**config.mk**
```make
export PLATFORM = sky130hd
export DESIGN_NAME = ltch_snap_buf_flat
export DESIGN_NICKNAME = d
export VERILOG_FILES = /design/src/rtl/ltch_snap_buf_if.sv /design/src/rtl/ltch_snap_buf.sv /design/src/flat_wrapper.sv
export SDC_FILE = /design/constraint.sdc
export NUM_CORES = 1
export LEC_CHECK = 0
export CORE_MARGIN = 4
export CORE_UTILIZATION = 40
export CTS_CLUSTER_DIAMETER = 150
export DETAILED_ROUTE_END_ITERATION = 8
export MAX_ROUTING_LAYER = met4
export PLACE_DENSITY = 0.62
export SYNTH_ARGS = -nofsm -noshare
export SYNTH_HDL_FRONTEND = slang
export SYNTH_SLANG_ARGS = --single-unit
```
**constraint.sdc**
```tcl
create_clock -name clk -period 3 [get_ports clk]
set_clock_uncertainty 0.15 [all_clocks]
set_input_delay 0.45 -clock clk [delete_from_list [all_inputs] [get_ports clk]]
set_output_delay 0.45 -clock clk [all_outputs]
set_load 0.1 [all_outputs]
```
**src/rtl/ltch_snap_buf_if.sv**
```systemverilog
// Capture/readout bus for the snapshot buffer: capture and pop strobes in,
// head word plus fill/overflow status out.
interface ltch_snap_buf_if #(
    parameter int WIDTH = 33,
    parameter int DEPTH = 4,
    parameter int DROPW = 8
);
    localparam int AW = $clog2(DEPTH);

    logic             en;
    logic [WIDTH-1:0] Din;
    logic             rd;
    logic             clr_ovf;
    logic [WIDTH-1:0] Q;
    logic             q_valid;
    logic [AW:0]      count;
    logic             full;
    logic             overflow;
    logic [DROPW-1:0] drop_cnt;

    modport master (
        output en, Din, rd, clr_ovf,
        input  Q, q_valid, count, full, overflow, drop_cnt
    );

    modport slave (
        input  en, Din, rd, clr_ovf,
        output Q, q_valid, count, full, overflow, drop_cnt
    );
endinterface

```
**src/rtl/ltch_snap_buf.sv**
```systemverilog
// DEPTH-entry snapshot buffer for TDC latch words, drained first-word-fall-through
// with sticky overflow and a saturating drop counter.
module ltch_snap_buf #(
    parameter int WIDTH = 33,
    parameter int DEPTH = 4,
    parameter int DROPW = 8
) (
    input  logic               clk,
    input  logic               rst,
    ltch_snap_buf_if.slave     bus
);
    localparam int AW = $clog2(DEPTH);
    localparam logic [AW:0] CNT_FULL = (AW+1)'(DEPTH);

    logic [WIDTH-1:0] r_mem [DEPTH];
    logic [AW-1:0]    r_wrPtr;
    logic [AW-1:0]    r_rdPtr;
    logic [AW:0]      r_count;
    logic             r_overflow;
    logic [DROPW-1:0] r_dropCnt;

    logic w_notEmpty;
    logic w_pop;
    logic w_push;
    logic w_drop;

    // A pop on the same edge frees a slot, so a capture into a full buffer is still accepted.
    assign w_notEmpty = (r_count != '0);
    assign w_pop      = bus.rd & w_notEmpty;
    assign w_push     = bus.en & ((r_count != CNT_FULL) | w_pop);
    assign w_drop     = bus.en & ~w_push;

    always_ff @(posedge clk) begin
        if (rst) begin
            for (int i = 0; i < DEPTH; i++) begin
                r_mem[i] <= '0;
            end
        end else if (w_push) begin
            r_mem[r_wrPtr] <= bus.Din;
        end
    end

    always_ff @(posedge clk) begin
        if (rst) begin
            r_wrPtr <= '0;
            r_rdPtr <= '0;
            r_count <= '0;
        end else begin
            if (w_push) begin
                r_wrPtr <= r_wrPtr + 1'b1;
            end
            if (w_pop) begin
                r_rdPtr <= r_rdPtr + 1'b1;
            end
            case ({w_push, w_pop})
                2'b10:   r_count <= r_count + 1'b1;
                2'b01:   r_count <= r_count - 1'b1;
                default: r_count <= r_count;
            endcase
        end
    end

    // A drop on the same edge as clr_ovf wins, restarting the count at one.
    always_ff @(posedge clk) begin
        if (rst) begin
            r_overflow <= 1'b0;
            r_dropCnt  <= '0;
        end else if (w_drop) begin
            r_overflow <= 1'b1;
            if (bus.clr_ovf) begin
                r_dropCnt <= DROPW'(1);
            end else if (r_dropCnt != '1) begin
                r_dropCnt <= r_dropCnt + 1'b1;
            end
        end else if (bus.clr_ovf) begin
            r_overflow <= 1'b0;
            r_dropCnt  <= '0;
        end
    end

    assign bus.Q        = r_mem[r_rdPtr];
    assign bus.q_valid  = w_notEmpty;
    assign bus.count    = r_count;
    assign bus.full     = (r_count == CNT_FULL);
    assign bus.overflow = r_overflow;
    assign bus.drop_cnt = r_dropCnt;
endmodule

```
**src/flat_wrapper.sv**
```systemverilog
// flat-port wrapper written by rule: the top's interface ports become plain ports
module ltch_snap_buf_flat 
#(
    parameter int WIDTH = 33,
    parameter int DEPTH = 4,
    parameter int DROPW = 8
)
  (clk, rst, bus_en, bus_Din, bus_rd, bus_clr_ovf, bus_Q, bus_q_valid, bus_count, bus_full, bus_overflow, bus_drop_cnt);
  ltch_snap_buf_if #(.WIDTH(WIDTH), .DEPTH(DEPTH), .DROPW(DROPW)) bus_i ();
  input  logic clk;
  input  logic rst;
  input wire logic [$bits(bus_i.en)-1:0] bus_en;
  input wire logic [$bits(bus_i.Din)-1:0] bus_Din;
  input wire logic [$bits(bus_i.rd)-1:0] bus_rd;
  input wire logic [$bits(bus_i.clr_ovf)-1:0] bus_clr_ovf;
  output wire logic [$bits(bus_i.Q)-1:0] bus_Q;
  output wire logic [$bits(bus_i.q_valid)-1:0] bus_q_valid;
  output wire logic [$bits(bus_i.count)-1:0] bus_count;
  output wire logic [$bits(bus_i.full)-1:0] bus_full;
  output wire logic [$bits(bus_i.overflow)-1:0] bus_overflow;
  output wire logic [$bits(bus_i.drop_cnt)-1:0] bus_drop_cnt;
  assign bus_i.en = bus_en;
  assign bus_i.Din = bus_Din;
  assign bus_i.rd = bus_rd;
  assign bus_i.clr_ovf = bus_clr_ovf;
  assign bus_Q = bus_i.Q;
  assign bus_q_valid = bus_i.q_valid;
  assign bus_count = bus_i.count;
  assign bus_full = bus_i.full;
  assign bus_overflow = bus_i.overflow;
  assign bus_drop_cnt = bus_i.drop_cnt;
  ltch_snap_buf #(.WIDTH(WIDTH), .DEPTH(DEPTH), .DROPW(DROPW)) u_core (.clk(clk), .rst(rst), .bus(bus_i));
endmodule
```
Yosys cells after proc, flatten, opt, wreduce, memory -nomap -nowiden:

Memories as Yosys holds them, arrays and structs flattened. A register that Yosys moved wholly into a read port is not among the register bits.
Cells that the tools add are included.

* register bits: 16
* RAM bits: 132
* input port bits: 38
* output and inout port bits: 47
* word-level logic and storage cells: 44
* memories: 1

Memories
* u_core.r_mem: depth 4, bits a word 33, read ports 1, clocked after memory_dff 1, wr ports 4, RTL line ltch_snap_buf.sv:15 `logic [WIDTH-1:0] r_mem [DEPTH];`

* $add $sub $neg: 5
* equality and inequality tests: 5
* multiplexer cells: 17
* bitwise operators: 5
* reduce and logical (&&, ||, !) cells: 6

Operators by type and width (number)
* 2-to-1 mux 33 bit: 1
* OR reduction 33 bit: 1
* 2-to-1 mux 8 bit: 4
* adder 8 x 1 -> 8 bit (second input constant): 1
* 2-to-1 mux 1 bit: 8
* != test 8 bit (second input constant): 1
* 2-to-1 mux 2 bit: 3
* case mux 3 bit (2 select lines): 1
* nonzero test 2 bit: 3
* adder 2 x 1 -> 2 bit (second input constant): 2
* adder 3 x 1 -> 3 bit (second input constant): 1
* bitwise AND 1 bit: 3
* == test 3 bit (second input constant): 1
* != test 3 bit (second input constant): 1
* nonzero test 3 bit: 1
* subtractor 3 x 1 -> 3 bit (second input constant): 1
* == test 2 x 1 -> 1 bit (second input constant): 1
* == test 2 bit (second input constant): 1
* AND reduction 2 bit: 1
* NOT 1 bit: 1
* OR 1 bit: 1

Depth between registers and ports, before layout:

* depth after elaboration: 9
* depth in mapped cells: 8
* depth with buffers taken out: 8

Least setup slack after synthesis:

Ideal clock, no wire load.

* path kind: reg-to-reg
* from: register u_core.r_count[0] (netlist: u_core.bus.count[0])
* to: memory u_core.r_mem[1][0] (enable)
* arrival time: 3.043 ns
* required time: 2.420 ns
* path slack: -0.623 ns
* stages on the path, launching flop included: 4
* path buffers: 0
* cell sequence: dfxtp_1 -> or4b_4 -> nand2_1 -> o21bai_1

RTL lines
* start, declared: RTL line ltch_snap_buf.sv:18 `logic [AW:0] r_count;`
* start signal, assigned: RTL line ltch_snap_buf.sv:56 `2'b10: r_count <= r_count + 1'b1;`
* start signal, assigned: RTL line ltch_snap_buf.sv:57 `2'b01: r_count <= r_count - 1'b1;`
* start signal, assigned: RTL line ltch_snap_buf.sv:58 `default: r_count <= r_count;`
* end, declared: RTL line ltch_snap_buf.sv:15

Worst setup path in the final report:

* from: input bus_rd
* to: register u_core.r_count[2] (netlist: u_core.bus.count[2])

* word-level cells in the longest chain between the ends: 5
* elaborated cells on any way between the ends: 7

RTL lines
* start, declared: RTL line flat_wrapper.sv:14 `input wire logic [$bits(bus_i.rd)-1:0] bus_rd;`
* bitwise AND 1 bit (*): RTL line ltch_snap_buf.sv:29 `assign w_pop = bus.rd & w_notEmpty;`
* OR 1 bit: RTL line ltch_snap_buf.sv:30 `assign w_push = bus.en & ((r_count != CNT_FULL) | w_pop);`
* bitwise AND 1 bit: RTL line ltch_snap_buf.sv:30
* == test 2 x 1 -> 1 bit or == test 2 bit (tied branches): RTL line ltch_snap_buf.sv:55 `case ({w_push, w_pop})`
* case mux 3 bit (2 select lines) or nonzero test 2 bit (tied branches)

Every way passes the cells marked *; elsewhere a longest branch is shown, timed or not.
A chain may end at the register's enable or synchronous reset.

==> results.tsv <==
metric	value	unit
routed wire length	13420	µm
final period utilization	0.8584	
first-pass GRT wire length	21160	µm
# rows	45	
worst setup path startpoint	bus_rd	
mux contribution to synthesized area	0.1180	
Setup crit end kind	flop	
placed cell count	740	
post-synthesis xor/xnor area fraction	0.008230	
critical path type	primary input to flop	
hold_ws	0.3233	ns
sequential cell area fraction in the yosys report	0.6772	
routed vias/inst	4.949	
initial antenna violation count	0	
Cells after Synth	453	
multi-input combinational cell area	1867	µm²
Mean Syn Cell Area	14.09	µm²
Max-Cap Viols	0	
leakage power	3.288	nW
WP data arrival	2.77	ns
Overflow after GRT	0	
routed length per instance	17.40	µm
asr flop ratio synth	0	
leading area contributor after synthesis	edfxtp_1	
number of gates resized after CTS	0	
Sink Count	150	
Area Overhead vs Synth	33.14	%
worst r2r src	u_core.bus.count[0]	
Synth Net Count	494	
commonest cells after routing, fill and taps aside	edfxtp_1, nor2_1, inv_1	
TritonCTS buffer count	17	
final setup violation count	0	
R2R cell count	8	
Die Area	18050	µm²
post-synthesis register bit count	150	
Post-Layout Cell Count	771	
vias in the first global route	3999	
post-synthesis cell type count	39	
f_max	0.3883	GHz
Pwr Density	915.7	nW/µm²
Pre-antenna DRT Iters	4	
CP Launch Type	primary input	
Vias	3816	
Post-Syn Area	6385	µm²
Critical Path RT	3.19	ns
post-route ant nets	0	
Port Buffer Count	84	
Min Clock Period, post-route	2.575	ns
initial DRC count	230	
commonest non-fill, non-tap cell in the layout	edfxtp_1	
width of the die	134.3	µm
Final TNS setup	0	ns
H-tree levels	4	
Longest Clk Path Bufs	2	
Post-Synth Adder-Cell Area	0.007055	
core area	15430	µm²
largest net degree at the start of global routing	34	
Slew Viols, Final	0	
Clock Latency Late Sink	0.42	ns
Synth top area share	0.6208	
# IOs	85	
crit path max fanout	3	
Final Hold Viols	0	
clock transition at the registers of the reported paths	0.06	ns
Hold Crit Class	flop to flop	
sequential cell area	4330	µm²
outcome	completed	
number of antenna repair diodes	0	
Root Driver	clkbuf_16	
Synth warnings	0	
compound-gate portion of the synthesized area	0.02822	
Worst R2R Setup Slack	0.53	ns
reg-to-reg endpoint	u_core.bus.count[2]	
Hold Buf Count CTS	0	
setup bufs post-CTS	0	
share of layout cells above drive strength 1	0.2482	
drt drc	0	
nets	589	
GR Util All Layers	0.1611	
unrepaired setup endpoints after global routing	false	
hpwl dp	7878	µm
Setup crit end	u_core.bus.count[2]	
initial core utilization	0.4139	
Max VDD drop	0.6658	mV
gp weighted congestion	0.8573	
fillers	1274	
main combinational cell family by area after synthesis	simple AND/OR/NAND/NOR gates	
Main synth FF type	edfxtp_1	
CTS tree	built	
worst rel slew slack	0.6530	
Die Y-Extent	134.3	µm
Slew @ Worst Pin	0.5205	ns
dominant cells by area after synthesis	edfxtp_1, mux4_2, dfxtp_1, nor2_1, and2_1	
Post-Synth Simple-Gate Area	0.1248	
count of flip-flops with a built-in enable after synthesis	132	
[worst min-delay path by stage]
stage	startpoint	endpoint	slack, ns	depth (start not counted)
2_1_floorplan	u_core.r_rdPtr[1]	flop	0.33	2
3_3_place_gp	u_core.bus.overflow	u_core.bus.overflow	0.32	2
3_5_place_dp	u_core.bus.overflow	u_core.bus.overflow	0.32	2
4_1_cts	u_core.bus.overflow	u_core.bus.overflow	0.33	2
5_1_grt	u_core.bus.overflow	u_core.bus.overflow	0.40	2
6_report	u_core.bus.overflow	u_core.bus.overflow	0.32	2
[state kept, by name (all words and copies together) (netlist names), named ones only]
register	cells
u_core.r_wrPtr	2
u_core.bus.overflow	1
u_core.r_rdPtr	2
u_core.bus.drop_cnt	8
u_core.r_mem	132
u_core.bus.count	3
[final cells by class]
type                    count  area share
repair buffers            100      0.1507
clock buffers              18     0.05049
multi-input cells         241      0.2196
flip-flops and latches    150      0.5094
well taps                 211     0.03106
clock inverters            13     0.02193
inverters                  38     0.01678
[Yosys cell counts, drive strengths merged (3+ instances only)]
cell type / instances
a21oi: 8
and2: 34
and3: 3
buf: 6
clkbuf: 18
dfxtp: 18
edfxtp: 132
inv: 38
mux4: 33
nand2: 37
nand2b: 3
nand3: 4
nor2: 76
o21ai: 3
o21bai: 3
or3: 3
xor2: 5
[metal layers]
layer,GRT usage,vias up,part of all wire
met5,-,-,0
met4,0.05995,0,0.013
met3,0.03526,11,0.060
met2,0.2648,132,0.51
met1,0.1967,1856,0.41
li1,-,1817,-
[report_power, final]
part	total, mW	switching, mW	internal (mW)
Clock	2.22	0.772	1.45
Combinational	2.99	1.95	1.04
Sequential	2.57	0.0808	2.49
Total	7.78	2.80	4.98
[cell families (layout without fill, tap and decap cells)]
| logic type | Yosys count | count (layout) |
|---|---|---|
| AO/OA/AOI/OAI | 27 | 27 |
| XOR/XNOR | 6 | 6 |
| adder cells (fa/ha/maj) | 3 | 3 |
| buffers and inverters | 62 | 169 |
| flip-flops | 150 | 150 |
| multiplexers | 34 | 34 |
| AND/OR/NAND/NOR | 171 | 171 |
[stage by stage]
step | cell area, µm² | power [mW] | setup slack (ns) | utilization
after detailed placement | 7885 | 5.639 | 0.01749 | 0.5111
after global routing | 8501 | 8.055 | 0.3411 | 0.5510
final | 8501 | 7.784 | 0.4247 | 0.5510
after floorplan | 6389 | 4.592 | -0.2428 | -
after CTS | 8501 | 7.868 | 0.4500 | 0.5510
after global placement | 7885 | 5.614 | 0.07720 | 0.5111
[worst max-delay path, cell delays in order]
cell             delay [ns]
clkdlybuf4s50_1        0.46
or4b_4                 0.50
nand2_1                0.11
ha_1                   0.19
inv_1                  0.07
fa_1                   0.38
xor2_1                 0.16
or3_1                  0.30
a21oi_1                0.14
Power figures use the tool's default switching activity.
